## src/rtl/mult_seq_ft.sv

```systemverilog
// Sequential radix-2 shift-add unsigned multiplier with valid/ready handshakes.
// Optional mod-3 residue fault detection is built when MULT_RESIDUE_CHECK_EN is defined.
module mult_seq_ft #(
  parameter int unsigned WIDTH = 4
) (
  input  logic               clk,
  input  logic               rst_n,
  input  logic               in_valid,
  output logic               in_ready,
  input  logic [WIDTH-1:0]   a,
  input  logic [WIDTH-1:0]   b,
  output logic               out_valid,
  input  logic               out_ready,
  output logic [2*WIDTH-1:0] product,
  output logic               fault,
  output logic               fault_sticky
);

  localparam int unsigned CW = $clog2(WIDTH);

  typedef enum logic [1:0] {
    IDLE = 2'd0,
    BUSY = 2'd1,
    DONE = 2'd2
  } state_e;

  state_e             state_q, state_d;
  logic [2*WIDTH-1:0] acc_q,   acc_d;
  logic [WIDTH-1:0]   mcand_q, mcand_d;
  logic [CW-1:0]      cnt_q,   cnt_d;
  logic [WIDTH:0]     sum;
  logic               accept;
  logic               drain;

  assign in_ready  = (state_q == IDLE);
  assign out_valid = (state_q == DONE);
  assign product   = acc_q;
  assign accept    = in_valid && in_ready;
  assign drain     = out_valid && out_ready;

  // Upper half plus multiplicand, kept at WIDTH+1 bits so the carry shifts in.
  always_comb begin
    sum = {1'b0, acc_q[2*WIDTH-1:WIDTH]};
    if (acc_q[0]) begin
      sum = {1'b0, acc_q[2*WIDTH-1:WIDTH]} + {1'b0, mcand_q};
    end
  end

  always_comb begin
    state_d = state_q;
    acc_d   = acc_q;
    mcand_d = mcand_q;
    cnt_d   = cnt_q;
    unique case (state_q)
      IDLE: begin
        if (accept) begin
          state_d = BUSY;
          mcand_d = a;
          acc_d   = {{WIDTH{1'b0}}, b};
          cnt_d   = '0;
        end
      end
      BUSY: begin
        acc_d = {sum, acc_q[WIDTH-1:1]};
        cnt_d = cnt_q + CW'(1);
        if (cnt_q == CW'(WIDTH - 1)) begin
          state_d = DONE;
        end
      end
      DONE: begin
        if (drain) begin
          state_d = IDLE;
        end
      end
      default: state_d = IDLE;
    endcase
  end

  always_ff @(posedge clk or negedge rst_n) begin
    if (!rst_n) begin
      state_q <= IDLE;
      acc_q   <= '0;
      mcand_q <= '0;
      cnt_q   <= '0;
    end else begin
      state_q <= state_d;
      acc_q   <= acc_d;
      mcand_q <= mcand_d;
      cnt_q   <= cnt_d;
    end
  end

`ifdef MULT_RESIDUE_CHECK_EN
  function automatic logic [1:0] add_mod3(input logic [1:0] x, input logic [1:0] y);
    logic [2:0] s;
    s = {1'b0, x} + {1'b0, y};
    return (s >= 3'd3) ? 2'(s - 3'd3) : s[1:0];
  endfunction

  // Alternating-bit-sum: even bit positions weigh 1, odd positions weigh 2 (== -1 mod 3).
  function automatic logic [1:0] res_mod3(input logic [63:0] v);
    logic [1:0] r;
    r = '0;
    for (int unsigned i = 0; i < 64; i++) begin
      if (v[i]) begin
        r = add_mod3(r, i[0] ? 2'd2 : 2'd1);
      end
    end
    return r;
  endfunction

  function automatic logic [1:0] mul_mod3(input logic [1:0] x, input logic [1:0] y);
    logic [3:0] p;
    p = {2'b00, x} * {2'b00, y};
    return res_mod3(64'(p));
  endfunction

  logic [1:0] ra_q, ra_d;
  logic [1:0] rb_q, rb_d;
  logic       sticky_q, sticky_d;

  always_comb begin
    ra_d     = ra_q;
    rb_d     = rb_q;
    sticky_d = sticky_q;
    if (accept) begin
      ra_d = res_mod3(64'(a));
      rb_d = res_mod3(64'(b));
    end
    if (drain) begin
      sticky_d = sticky_q | fault;
    end
  end

  always_ff @(posedge clk or negedge rst_n) begin
    if (!rst_n) begin
      ra_q     <= '0;
      rb_q     <= '0;
      sticky_q <= 1'b0;
    end else begin
      ra_q     <= ra_d;
      rb_q     <= rb_d;
      sticky_q <= sticky_d;
    end
  end

  assign fault        = out_valid && (res_mod3(64'(acc_q)) != mul_mod3(ra_q, rb_q));
  assign fault_sticky = sticky_q;
`else
  assign fault        = 1'b0;
  assign fault_sticky = 1'b0;
`endif

endmodule

```

## config.mk

```make
export PLATFORM = sky130hd
export DESIGN_NAME = mult_seq_ft
export DESIGN_NICKNAME = d
export VERILOG_FILES = /design/src/rtl/mult_seq_ft.sv
export SDC_FILE = /design/constraint.sdc
export NUM_CORES = 1
export LEC_CHECK = 0
export CAP_MARGIN = 20
export CORE_MARGIN = 2
export CORE_UTILIZATION = 50
export CTS_BUF_LIST = sky130_fd_sc_hd__clkbuf_2 sky130_fd_sc_hd__clkbuf_4 sky130_fd_sc_hd__clkbuf_8
export DETAILED_ROUTE_END_ITERATION = 7
export DONT_BUFFER_PORTS = 1
export GPL_TIMING_DRIVEN = 0
export PLACE_DENSITY = 0.62
export RECOVER_POWER = 50
export SYNTH_ARGS = -nofsm -noshare
export SYNTH_HDL_FRONTEND = slang
export SYNTH_SLANG_ARGS = --single-unit
```

## constraint.sdc

```tcl
create_clock -name clk -period 2 [get_ports clk]
set_input_delay 0.6 -clock clk [delete_from_list [all_inputs] [get_ports clk]]
set_output_delay 0.6 -clock clk [all_outputs]
set_load 0.01 [all_outputs]
```

-- Word-level counts from Yosys, hierarchy flattened
Index checks and enable logic that the tools add are counted.
- register bits after elaboration: 16
- bits in latches: 0
- RAM bits: 0
- bits in read-only memories: 0
- input bits: 12
- output and inout bits: 12
- memories kept: 0
- $add $sub $neg: 2
- multiply operators: 0
- div/mod/pow operators: 0
- $lt $le $gt $ge: 0
- equal/unequal tests: 6
- shift-type cells: 0
- multiplexer cells: 9
- bitwise gates (word level): 0
- reductions and logical operators: 7
- operators by type and width (cell ; count):
    8-bit one-hot mux with 2 select lines ; 1
    2-bit two-way mux ; 4
    8-bit two-way mux ; 1
    2-bit one-hot mux with 3 select lines ; 1
    4-bit by 4-bit adder with 5-bit output ; 1
    5-bit two-way mux ; 1
    2-bit == test (second input constant) ; 2
    2-bit by 1-bit inequality test with 1-bit output (second input constant) ; 2
    2-bit one-hot mux with 2 select lines ; 1
    2-bit AND reduction ; 2
    3-bit AND reduction ; 1
    2-bit by 1-bit adder with 2-bit output (second input constant) ; 1
    2-bit by 1-bit == test with 1-bit output (second input constant) ; 1
    1-bit logical AND ; 2
    2-bit zero test ; 1
    2-bit inequality test (second input constant) ; 1
    2-bit nonzero test ; 1

-- Logic depth before layout (Yosys ltp)
- depth in word-level cells: 4
- depth in mapped cells: 6
- depth with buffers taken out: 6

-- Worst setup path before layout
OpenSTA, ideal clock, no wires.
- kind: register to register
- start: register acc_q[4] (netlist: product[4])
- end: register acc_q[7] (netlist: product[7])
- library setup time: 126 ps
- data arrival time: 1405 ps
- slack: 469 ps
- stages on the path, launching flop included: 6
- clock period less this slack: 1531 ps
- cells stage by stage: dfrtp_1 > ha_1 > fa_1 > a21o_1 > a21oi_1 > o21ai_0
- word-level cells in the longest chain between the ends: 3
- RTL lines (item ; RTL line ; text):
    from (decl) ; 28 ; logic [2*WIDTH-1:0] acc_q, acc_d;
    from (signal assigned) ; 82 ; acc_q <= '0;
    from (signal assigned) ; 87 ; acc_q <= acc_d;
    4-bit by 4-bit adder with 5-bit output ; 45 ; sum = {1'b0, acc_q[2*WIDTH-1:WIDTH]} + {1'b0, mcand_q};
    5-bit two-way mux ; 44 ; if (acc_q[0]) begin
    8-bit one-hot mux with 2 select lines ; 54 ; unique case (state_q)
No other way between the ends.
A chain may end at the register's enable or synchronous reset.

-- Worst setup path in the final report
Ends and elaborated chain as after synthesis.

==> run_results.csv <==
group,metric,value,unit
die,die-area,2100,µm²
hold_path,hp-class,"input pin to flop",
finish,register_area,400,µm²
drt,firstDrtPassIters,2,
timing,hold_slack,448,ps
global_routing,grt_max_degree,17,
placement,globalplace.congestion,0.784,
drt,drt-total-wl,1530,µm
cts,cts_resized,0,
die,die_h,45.8,µm
die,coreArea,1690,µm²
timing,layout_setup_ws,340,ps
finish,nFillCells,156,
timing,setup_viol,0,
synth,synth_top_cell_by_area,"dfrtp_1",
synth,netlist_area,875,µm²
global_routing,first_global_vias,563,
worst_setup_path,critical_path_arrival,1840,ps
placement,detailed_place_hpwl,1120,µm
synth,syn_inst,83,
finish,n_antenna_cell,0,
drt,wl_per_cell,14.4,µm
synth,seq_area_frac_synth,45.8,%
global_routing,antenna_found_initial,0,
synth,avgSynthCellArea,10.5,µm²
pwr,p_leak,0.000461,µW
synth,synthTopCellsByCount,"16 x dfrtp_1, 10 x nand2_1, 10 x o21ai_0",
synth,ys.flop_type,"dfrtp_1",
synth,ys_ff_latch,16,
timing,grt_setup_unrepaired,"no",
synth,synth.area.top_cells,"dfrtp_1 46%, ha_1 7.2%, mux2_4 6.9%",
worst_setup_path,crit_path_start,"product[4]",
worst_setup_path,cp_max_fo,4,
cts,clk_path_buf_depth,2,
cts,cts.reportedPaths.clkPinSlew,100,ps
global_routing,grt_usage,16.7,%
placement,dp_slack,359,ps
die,pin_count,24,
drt,ant_nets,0,
drt,vias,586,
synth,synthArstFlopShare,100,%
placement,placed_cells,101,
finish,syn2layout_area_growth,6.87,%
worst_setup_path,path_class,"flop to flop",
die,die_w,45.8,µm
die,row_count,15,
die,start_util,51.8,%
worst_setup_path,slowest_stage,"dfrtp_1",
finish,utilization,55.3,%
run,max-cap-violations,0,
global_routing,overflow,0,
cts,clock-sinks,16,
run_status,status,"complete, no violations",
synth,yosysUniqueCellTypes,28,
worst_setup_path,max_stage_delay,450,ps
cts,tritoncts,"built",
timing,finalCriticalPeriod,1660,ps
finish,drive_above_1_share,15.7,%
global_routing,grt_pass1_wl,2450,µm
timing,fmax,602,MHz
cts,root_buffer,"clkbuf_4",
finish,finalNonFillerCells,106,
cts,htree_num_levels,1,
finish,final_nets,108,
timing,slew_viol_final,0,
worst_setup_path,path_cells,"ha_1 > fa_1 > a21o_1 > a21oi_1 > o21ai_0",
synth,yosysMostFrequentCell,"dfrtp_1",
synth,synth.top_cell.area_share,45.8,%
timing,skew,1.59,ps
hold_path,min_from,"a[0]",
cts,numCtsBuffers,3,
placement,portBuffers,0,
drt,vias_per_cell,5.53,
pwr,peakVddDrop,0.661,mV
timing,min_period_over_period,83.0,%
synth,synth_edf_count,0,
worst_setup_path,cp.required,2180,ps
worst_setup_path,setup.worst_path.start_class,"flop",
synth,yosysWarnings,0,
timing,slew_headroom,51.4,%
timing,tightest_slew,726,ps
worst_setup_path,critPathCaptureType,"flop",
worst_setup_path,reg2reg_from,"product[4]",
finish,multiInputGateArea,427,µm²
timing,finalSetupTns,0,ps
timing,finalHoldViolCount,0,
pwr,power_density,1560,nW/µm²
cts,worst_skew_pair.late_latency,290,ps
drt,drc,0,
drt,drtIter0Drc,4,
critical path, delay by kind of cell (launching register included):
family / cells / cell delay (ps)
adders and majority gates: 2 / 670
DFF: 1 / 450
AOI/OAI and AO/OA: 3 / 410
flip-flops by register name, indices dropped and copies added (netlist names):
name and flops:
cnt_q 2, mcand_q 4, product 8, state_q 2
worst paths after layout:
check | endpoint | slack (ps) | cells after the start
max in group asynchronous | product[2] | 750 | 1
hold / removal | mcand_q[0] | 450 | 1
setup reg to reg | product[7] | 340 | 5
hold reg to reg | cnt_q[0] | 520 | 1
setup / recovery | product[7] | 340 | 5
min in group asynchronous | product[0] | 800 | 1
power by group:
group / total (µW) / switching, µW / internal (µW)
sequential: 607 / 144 / 462
combinational: 631 / 323 / 309
clock: 220 / 109 / 111
total: 1460 / 576 / 882
placed cells by master (no fill, tap or decap), types with 2 or more instances in the layout:
master    synthesis  layout
inv_1             2       3
o21ai_0          10      10
dfrtp_1          16      16
mux2i_1           2       2
clkbuf_4          0       3
a31oi_1           4       4
buf_2             2       2
nand2_1          10      10
a22o_1            2       2
mux2_4            4       4
and2_1            3       3
nor2_1            3       4
a21o_1            2       2
a21oi_1           3       3
conb_1            1       2
ha_1              5       5
buf_4             2       2
layer usage:
metal | track usage [%] | wire (µm) | vias up
li1 | - | - | 294
met1 | 22.2 | 704 | 278
met2 | 26.2 | 752 | 12
met3 | 2.78 | 53 | 2
met4 | 8.57 | 18 | 0
met5 | 0 | 0 | -
logic make-up after synthesis:
kind of cell | synth area share (%)
AOI/OAI and AO/OA | 16.3
and+or+nand+nor | 12.3
DFF | 45.8
buffers and inverters | 4.58
adders and majority gates | 9.44
muxes | 9.16
xor gates and xnor gates | 2.00
other | 0.429
stage by stage:
| stage | instance area, µm² | total power [µW] |
|---|---|---|
| after detailed placement | 900 | 1270 |
| after CTS | 946 | 1500 |
| after global placement | 900 | 1250 |
| after global routing | 935 | 1600 |
| after floorplan | 878 | 1140 |
| final | 935 | 1460 |
what timing repair did:
action | 4_1_cts | 5_1_grt
setup buffers | 0 | 0
hold endpoints to repair | 16 | 0
hold buffers | 1 | 0
area by class of cell:
cell class                      count  area share [%]
Multi-Input combinational cell     60            45.6
Sequential cell                    16            42.8
Clock buffer                        4            3.88
Buffer                              5            3.08
Tap cell                           17            2.28
Inverter                            3            1.20
Timing Repair Buffer                1            1.07
(Power assumes the default switching activity.)
